===== src/rtl/multicycle_pkg.sv =====
// Shared definitions for the multi-cycle MIPS controller: state encoding,
// opcode constants and the datapath select encodings it drives.
package multicycle_pkg;

   typedef enum logic [3:0] {
      FETCH     = 4'd0,
      DECODE    = 4'd1,
      MEM_ADDR  = 4'd2,
      MEM_READ  = 4'd3,
      MEM_WB    = 4'd4,
      MEM_WRITE = 4'd5,
      EXEC_R    = 4'd6,
      R_WB      = 4'd7,
      BRANCH    = 4'd8,
      JUMP      = 4'd9
   } state_t;

   localparam logic [5:0] OP_R   = 6'b000000;
   localparam logic [5:0] OP_LW  = 6'b100011;
   localparam logic [5:0] OP_SW  = 6'b101011;
   localparam logic [5:0] OP_BEQ = 6'b000100;
   localparam logic [5:0] OP_BNE = 6'b000101;
   localparam logic [5:0] OP_J   = 6'b000010;

   typedef enum logic [1:0] {
      SRCB_REG    = 2'b00,
      SRCB_FOUR   = 2'b01,
      SRCB_IMM    = 2'b10,
      SRCB_IMM_SH = 2'b11
   } alu_src_b_t;

   typedef enum logic [1:0] {
      ALUOP_ADD   = 2'b00,
      ALUOP_SUB   = 2'b01,
      ALUOP_FUNCT = 2'b10
   } alu_op_t;

   typedef enum logic [1:0] {
      PCSRC_ALU    = 2'b00,
      PCSRC_ALUOUT = 2'b01,
      PCSRC_JUMP   = 2'b10
   } pc_source_t;

   // States that wait on the memory handshake and are covered by the watchdog
   function automatic logic is_mem_wait(input state_t s);
      return (s == FETCH) || (s == MEM_READ) || (s == MEM_WRITE);
   endfunction

   // Opcodes this controller knows how to sequence
   function automatic logic is_legal(input logic [5:0] op);
      return (op == OP_R) || (op == OP_LW) || (op == OP_SW) ||
             (op == OP_BEQ) || (op == OP_BNE) || (op == OP_J);
   endfunction

endpackage


===== src/rtl/multicycle_control.sv =====
// Moore-style controller for a shared-ALU, shared-memory multi-cycle MIPS
// datapath. Handshakes on mem_ready and aborts stalled accesses via a
// saturating watchdog counter.
module multicycle_control
   import multicycle_pkg::*;
#(
   parameter int unsigned TIMEOUT = 255
) (
   input  logic       clk,
   input  logic       rst_n,
   input  logic [5:0] opcode,
   input  logic       alu_zero,
   input  logic       mem_ready,
   output logic       pc_en,
   output logic       iord,
   output logic       mem_read,
   output logic       mem_write,
   output logic       ir_write,
   output logic       reg_dst,
   output logic       mem_to_reg,
   output logic       reg_write,
   output logic       alu_src_a,
   output logic [1:0] alu_src_b,
   output logic [1:0] alu_op,
   output logic [1:0] pc_source,
   output logic       instr_done,
   output logic       illegal_op,
   output logic       mem_timeout,
   output logic [3:0] state
);

   localparam logic [7:0] LIMIT = 8'(TIMEOUT);

   state_t     cur_state;
   state_t     next_state;
   logic [7:0] wait_cnt;
   logic       waiting;
   logic       expired;

   assign waiting = is_mem_wait(cur_state) && !mem_ready;
   assign expired = waiting && (wait_cnt == LIMIT);
   assign state   = cur_state;

   // Next-state selection, including watchdog aborts back to FETCH
   always_comb begin
      next_state = cur_state;
      case (cur_state)
         FETCH: begin
            if (expired)        next_state = FETCH;
            else if (mem_ready) next_state = DECODE;
         end
         DECODE: begin
            case (opcode)
               OP_R:           next_state = EXEC_R;
               OP_LW, OP_SW:   next_state = MEM_ADDR;
               OP_BEQ, OP_BNE: next_state = BRANCH;
               OP_J:           next_state = JUMP;
               default:        next_state = FETCH;
            endcase
         end
         MEM_ADDR:  next_state = (opcode == OP_SW) ? MEM_WRITE : MEM_READ;
         MEM_READ: begin
            if (expired)        next_state = FETCH;
            else if (mem_ready) next_state = MEM_WB;
         end
         MEM_WRITE: begin
            if (expired || mem_ready) next_state = FETCH;
         end
         EXEC_R:    next_state = R_WB;
         MEM_WB,
         R_WB,
         BRANCH,
         JUMP:      next_state = FETCH;
         default:   next_state = FETCH;
      endcase
   end

   // State register and watchdog counter; counter clears on any state change or abort
   always_ff @(posedge clk or negedge rst_n) begin
      if (!rst_n) begin
         cur_state <= FETCH;
         wait_cnt  <= 8'd0;
      end else begin
         cur_state <= next_state;
         if ((next_state != cur_state) || expired || !waiting)
            wait_cnt <= 8'd0;
         else if (wait_cnt != 8'hFF)
            wait_cnt <= wait_cnt + 8'd1;
      end
   end

   // Output decode from state; everything is held low while reset is asserted
   always_comb begin
      pc_en       = 1'b0;
      iord        = 1'b0;
      mem_read    = 1'b0;
      mem_write   = 1'b0;
      ir_write    = 1'b0;
      reg_dst     = 1'b0;
      mem_to_reg  = 1'b0;
      reg_write   = 1'b0;
      alu_src_a   = 1'b0;
      alu_src_b   = SRCB_REG;
      alu_op      = ALUOP_ADD;
      pc_source   = PCSRC_ALU;
      instr_done  = 1'b0;
      illegal_op  = 1'b0;
      mem_timeout = 1'b0;
      if (rst_n) begin
         case (cur_state)
            FETCH: begin
               mem_read    = !expired;
               alu_src_b   = SRCB_FOUR;
               ir_write    = mem_ready;
               pc_en       = mem_ready;
               mem_timeout = expired;
            end
            DECODE: begin
               alu_src_b  = SRCB_IMM_SH;
               illegal_op = !is_legal(opcode);
               instr_done = !is_legal(opcode);
            end
            MEM_ADDR: begin
               alu_src_a = 1'b1;
               alu_src_b = SRCB_IMM;
            end
            MEM_READ: begin
               iord        = 1'b1;
               mem_read    = !expired;
               mem_timeout = expired;
            end
            MEM_WB: begin
               mem_to_reg = 1'b1;
               reg_write  = 1'b1;
               instr_done = 1'b1;
            end
            MEM_WRITE: begin
               iord        = 1'b1;
               mem_write   = !expired;
               instr_done  = mem_ready;
               mem_timeout = expired;
            end
            EXEC_R: begin
               alu_src_a = 1'b1;
               alu_op    = ALUOP_FUNCT;
            end
            R_WB: begin
               reg_dst    = 1'b1;
               reg_write  = 1'b1;
               instr_done = 1'b1;
            end
            BRANCH: begin
               alu_src_a  = 1'b1;
               alu_op     = ALUOP_SUB;
               pc_source  = PCSRC_ALUOUT;
               pc_en      = alu_zero ^ opcode[0];
               instr_done = 1'b1;
            end
            JUMP: begin
               pc_source  = PCSRC_JUMP;
               pc_en      = 1'b1;
               instr_done = 1'b1;
            end
            default: begin
               pc_en = 1'b0;
            end
         endcase
      end
   end

endmodule


===== config.mk =====
export PLATFORM = sky130hd
export DESIGN_NAME = multicycle_control
export DESIGN_NICKNAME = d
export VERILOG_FILES = /design/src/rtl/multicycle_pkg.sv /design/src/rtl/multicycle_control.sv
export SDC_FILE = /design/constraint.sdc
export NUM_CORES = 1
export LEC_CHECK = 0
export ABC_AREA = 1
export CAP_MARGIN = 30
export CORE_UTILIZATION = 45
export DETAILED_ROUTE_END_ITERATION = 10
export GPL_ROUTABILITY_DRIVEN = 0
export GPL_TIMING_DRIVEN = 0
export HOLD_SLACK_MARGIN = 0.05
export PLACE_DENSITY_LB_ADDON = 0.15
export REMOVE_ABC_BUFFERS = 1
export SLEW_MARGIN = 25
export SYNTH_ARGS = -nofsm -noshare
export SYNTH_HDL_FRONTEND = slang
export SYNTH_SLANG_ARGS = --single-unit

===== constraint.sdc =====
create_clock -name clk -period 1.5 [get_ports clk]
set_input_delay 0.3 -clock clk [delete_from_list [all_inputs] [get_ports clk]]
set_output_delay 0.3 -clock clk [all_outputs]
set_load 0.1 [all_outputs]

# After elaboration in Yosys (flattened, before gate mapping)
# Index checks and enable logic that the tools add are counted.
# op_classes
add_sub_neg	1
n_eq_ne	17
n_mux	40
bitwise_logic	1
n_reduce_logical	27
# ops
cell	n
4-bit case mux with 6 select lines	1
1-bit two-way mux	22
4-bit two-way mux	5
4-bit by 3-bit == test with 1-bit output (second input constant)	4
8-bit two-way mux	2
4-bit case mux with 4 select lines	1
6-bit by 3-bit == test with 1-bit output (second input constant)	2
6-bit == test (second input constant)	2
1-bit logical OR	10
2-bit OR reduction	5
8-bit by 1-bit adder with 8-bit output (second input constant)	1
4-bit by 2-bit == test with 1-bit output (second input constant)	2
4-bit == test (second input constant)	2
8-bit == test (second input constant)	1
8-bit != test (second input constant)	1
2-bit case mux with 2 select lines	2
6-bit by 2-bit == test with 1-bit output (second input constant)	1
6-bit logical NOT	1
2-bit two-way mux	3
1-bit case mux with 3 select lines	2
2-bit case mux with 3 select lines	1
3-bit OR reduction	2
4-bit by 1-bit == test with 1-bit output (second input constant)	1
1-bit logical NOT	4
other kinds (7)	8
# totals
ff_bits	12
output_inout_bits	22
word_cells	88

# Logic depth before layout (Yosys ltp)
# Gate-level depths: netlist of run 1.
# logic_depth
word_depth	12
mapped_depth	9
ltp_nobuf	9

# Worst setup path after synthesis of run 1
# Ideal clock, no wire load.
# synth_path
kind	flip-flop to output port
from	reg cur_state[2] (netlist: state[2])
to	out mem_to_reg
t_arrival_ns	4.172
setup_slack_ns	-2.972
path_stages_with_launch	5
n_path_buf	0
path_cell_list	dfrtp_1 > inv_2 > nor2_2 > inv_1 > nor4_1
# synth_via
elab_chain_cells	3
# synth_rtl
element	line	text
start: declaration	multicycle_control.sv:34	state_t cur_state;
start signal: assignment	multicycle_control.sv:84	cur_state <= next_state;
4-bit by 3-bit == test with 1-bit output	multicycle_control.sv:110	case (cur_state)
1-bit two-way mux	multicycle_control.sv:110	
1-bit two-way mux	multicycle_control.sv:109	if (rst_n) begin
end: declaration	multicycle_control.sv:20	output logic mem_to_reg,
# No other way between the ends.

# Worst setup path in the final report of run 1
# layout_path
from	reg wait_cnt[2]
to	out mem_timeout
# layout_via
elab_chain_cells	4
# layout_rtl
element	line	text
start: declaration	multicycle_control.sv:36	logic [7:0] wait_cnt;
start signal: assignment	multicycle_control.sv:88	wait_cnt <= wait_cnt + 8'd1;
8-bit == test	multicycle_control.sv:41	assign expired = waiting && (wait_cnt == LIMIT);
1-bit logical AND	multicycle_control.sv:41	
1-bit two-way mux	multicycle_control.sv:110	
1-bit two-way mux	multicycle_control.sv:109	
end: declaration	multicycle_control.sv:28	output logic mem_timeout,
# No other way between the ends.

==> results of run 1 <==
-- layout make-up --
class | instances | area, um2
sequential | 12 | 306.5
clock buffer | 4 | 36.28
tap | 27 | 33.78
fill | 60 | 105.1
multi-input combinational | 117 | 759.5
inverter | 28 | 116.4
timing repair buffer | 63 | 664.4
-- power groups by stage --
stage / clock network (mW) / registers [mW] / logic (mW)
floorplan: 0 / 0.614 / 0.871
global placement: 0 / 0.448 / 1.32
detailed placement: 0 / 0.451 / 1.33
CTS: 0.272 / 0.454 / 1.69
global route: 0.285 / 0.474 / 2.02
finish: 0.272 / 0.472 / 1.97
-- how the worst min path moves through the flow --
| stage | endpoint | slack, ps |
|---|---|---|
| 2_1_floorplan | state[0]$_DFF_PN0_ | 4 |
| 3_3_place_gp | wait_cnt[0]$_DFFE_PN0P_ | 440 |
| 3_5_place_dp | wait_cnt[0]$_DFFE_PN0P_ | 460 |
| 4_1_cts | wait_cnt[0]$_DFFE_PN0P_ | 470 |
| 5_1_grt | state[3]$_DFF_PN0_ | 490 |
| 6_report | state[3]$_DFF_PN0_ | 480 |
-- worst max-delay path, stage by stage, from the launching register on --
cell,delay [ps]
dfrtp_1,440
nand2_1,140
nor2_2,190
nand2_2,100
nor2_2,150
nand3_4,130
nor2_4,170
buf_12,190
-- synth_stat cells --
cell       n  share of area
inv_1     25          0.094
clkbuf_1   1         0.0038
inv_2      2         0.0075
ha_1       1          0.013
and3_1     2          0.013
o211ai_4   1          0.021
o21ai_0    2          0.010
dfrtp_1   12           0.30
nor2_1    33           0.12
nand3_1   12          0.060
nand2_1   37           0.14
nor2_4     1          0.011
xnor2_1    2          0.018
nor4_1     1         0.0063
nand4_1    3          0.019
xor2_1     3          0.026
nor2_2     6          0.038
nand3_4    1          0.018
a21oi_1    3          0.015
nand2_2    4          0.025
or2_2      1         0.0063
nor3_1     2          0.010
o211ai_1   1         0.0075
clkinv_2   1         0.0050
nand3_2    1          0.010
-- sequential cells by signal, summed over array words and instances (netlist names) --
register	flops
wait_cnt	8
state	4
-- kinds of logic (layout without fill, tap and decap cells) --
logic type,Yosys count,count (layout),share of synthesized area
adder cells (fa/ha/maj),1,1,0.01253
flip-flops,12,12,0.3008
AO/OA/AOI/OAI,7,7,0.05388
XOR/XNOR,5,5,0.04387
AND/OR/NAND/NOR,104,104,0.4787
buffers and inverters,29,95,0.1103
-- layer usage --
metal  part of all wire  routed length (um)  global-route usage  up-vias
li1                   -                   -                   -      625
met3               0.13                 738             0.06542       61
met4              0.088                 497              0.1814        0
met5                  0                   0                   0        -
met1               0.33                1840              0.3828      708
met2               0.46                2574              0.5890      166
-- repair_timing --
| action | 4_1_cts | 5_1_grt |
|---|---|---|
| setup buffers | 19 | 12 |
| setup endpoints to repair | 22 | 30 |
| endpoints found under the hold margin | 12 | 0 |
| pin swaps | 18 | 14 |
| hold buffers | 1 | 0 |
| gates resized for setup | 231 | 39 |
-- metrics by stage --
stage          setup TNS, ps  hold WS, ps  utilization  setup slack (ps)
2_1_floorplan         -30760        4.409            -             -2972
3_3_place_gp          -34390        439.3       0.6621             -1940
3_5_place_dp          -34570        455.3       0.6621             -1952
4_1_cts                -5319        472.0       0.8583            -389.1
5_1_grt                -9575        491.1       0.9480            -667.0
6_report               -9001        475.6       0.9480            -601.7
==> flow_summary.yaml, run 1 <==
clock_network:
  clk_latency_ps: 290
  clock_path_buffers: 2
  cts_buffers: 3
  clk_pin_slew_ps: 80
  ctsRootBufferMaster: "clkbuf_4"
  cts_tree: "done"
  cts.sinks: 12
  htreeDepth: 1
worst_setup_path:
  crit_start: "wait_cnt[2]$_DFFE_PN0P_"
  reg2reg_from: "state[3]$_DFF_PN0_"
  cp.required_ps: 1200
  path_class: "reg -> out"
  reg2reg_to: "state[2]$_DFF_PN0_"
  worst-path-max-fanout: 4
  crit_end: "mem_timeout"
  worstPathArrival_ps: 1800
  reg2reg_depth: 9
  rrSetupSlack_ps: -190
  cp-end-kind: "output port"
  critPathLaunchType: "flop"
global_route:
  grt-ovfl-total: 0
  track_usage: 0.3375
  grt_pass1_vias: 1302
  grt_max_degree: 13
  grt_pass1_wl_um: 6058
  antenna_found_initial: 0
floorplan:
  dieHeight_um: 49.11
  dieArea_um2: 2411
  die_w_um: 49.11
  start_util: 0.4938
  num_rows: 16
  ioPinCount: 32
  coreArea_um2: 2022
pwr:
  power.total_mw: 2.711
  power_frac_seq: 0.174
  p_leak_nw: 0.9663
  p_clk_frac: 0.100
  pwr-share-comb: 0.725
  pwr_density_cell_nw_per_um2: 1414
  p_int_mw: 1.176
  swShare: 0.5664
  vdd_drop_max_v: 0.001403
  switchingPower_mw: 1.536
finish:
  final_common_cell: "buf_4"
  nets: 236
  instances_no_fill: 251
  antenna_cells: 0
  drive_gt1_frac: 0.5491
  design_area_um2: 1917
  mostFrequentLayoutCells: "buf_4 (35), nand2_1 (30), nor2_1 (20), inv_1 (18), buf_12 (13)"
  area_growth_pct: 91.98
synth:
  synthDistinctLibCells: 25
  synth.avg_cell_area_um2: 6.319
  syn_inst: 158
  syn-cell-area_um2: 998.5
  ys_seq_area_frac: 0.3008
  synth_seq_cells: 12
  yosys_warnings: 0
detailed_routing:
  num_vias: 1560
  drc: 0
  drt_iter0_markers: 108
  ant_nets: 0
  wl_um: 5651
  drt-wirelength-per-cell_um: 22.51
  first_pass_iters: 7
  avgViaCountPerCell: 6.215
sta:
  worst_pin_slew_ps: 571.8
  fin_crit_sh: 1.401
  fin_crit_ps: 2102
  slew_viol_final: 0
  setup_ws_ps: -601.7
  hold_violations: 0
  clock-skew-final_ps: 7.211
  max_freq_mhz: 475.8
  finalSetupViolations: 28
  rsz0062_at_grt: "yes"
  relSlewSlack: 0.6176
run:
  drv_cap: 0
place:
  hpwl_um: 1880
  placed_area_um2: 1339
  portBuffers: 31
  post-place-cells: 215
hold_path:
  hold_path.class: "in -> reg"
  hp-start: "opcode[4]"
  hold_depth: 6
outcome:
  status: "finished with violations"
  violations: "setup timing"
No activity file was read; power rests on OpenSTA's default activity.
==> run 2, diff against run 1 <==
- CTS_CLUSTER_SIZE: not set -> 30
==> results of run 2 <==
The final DEF is identical to that of run 1; final timing and power are the same.
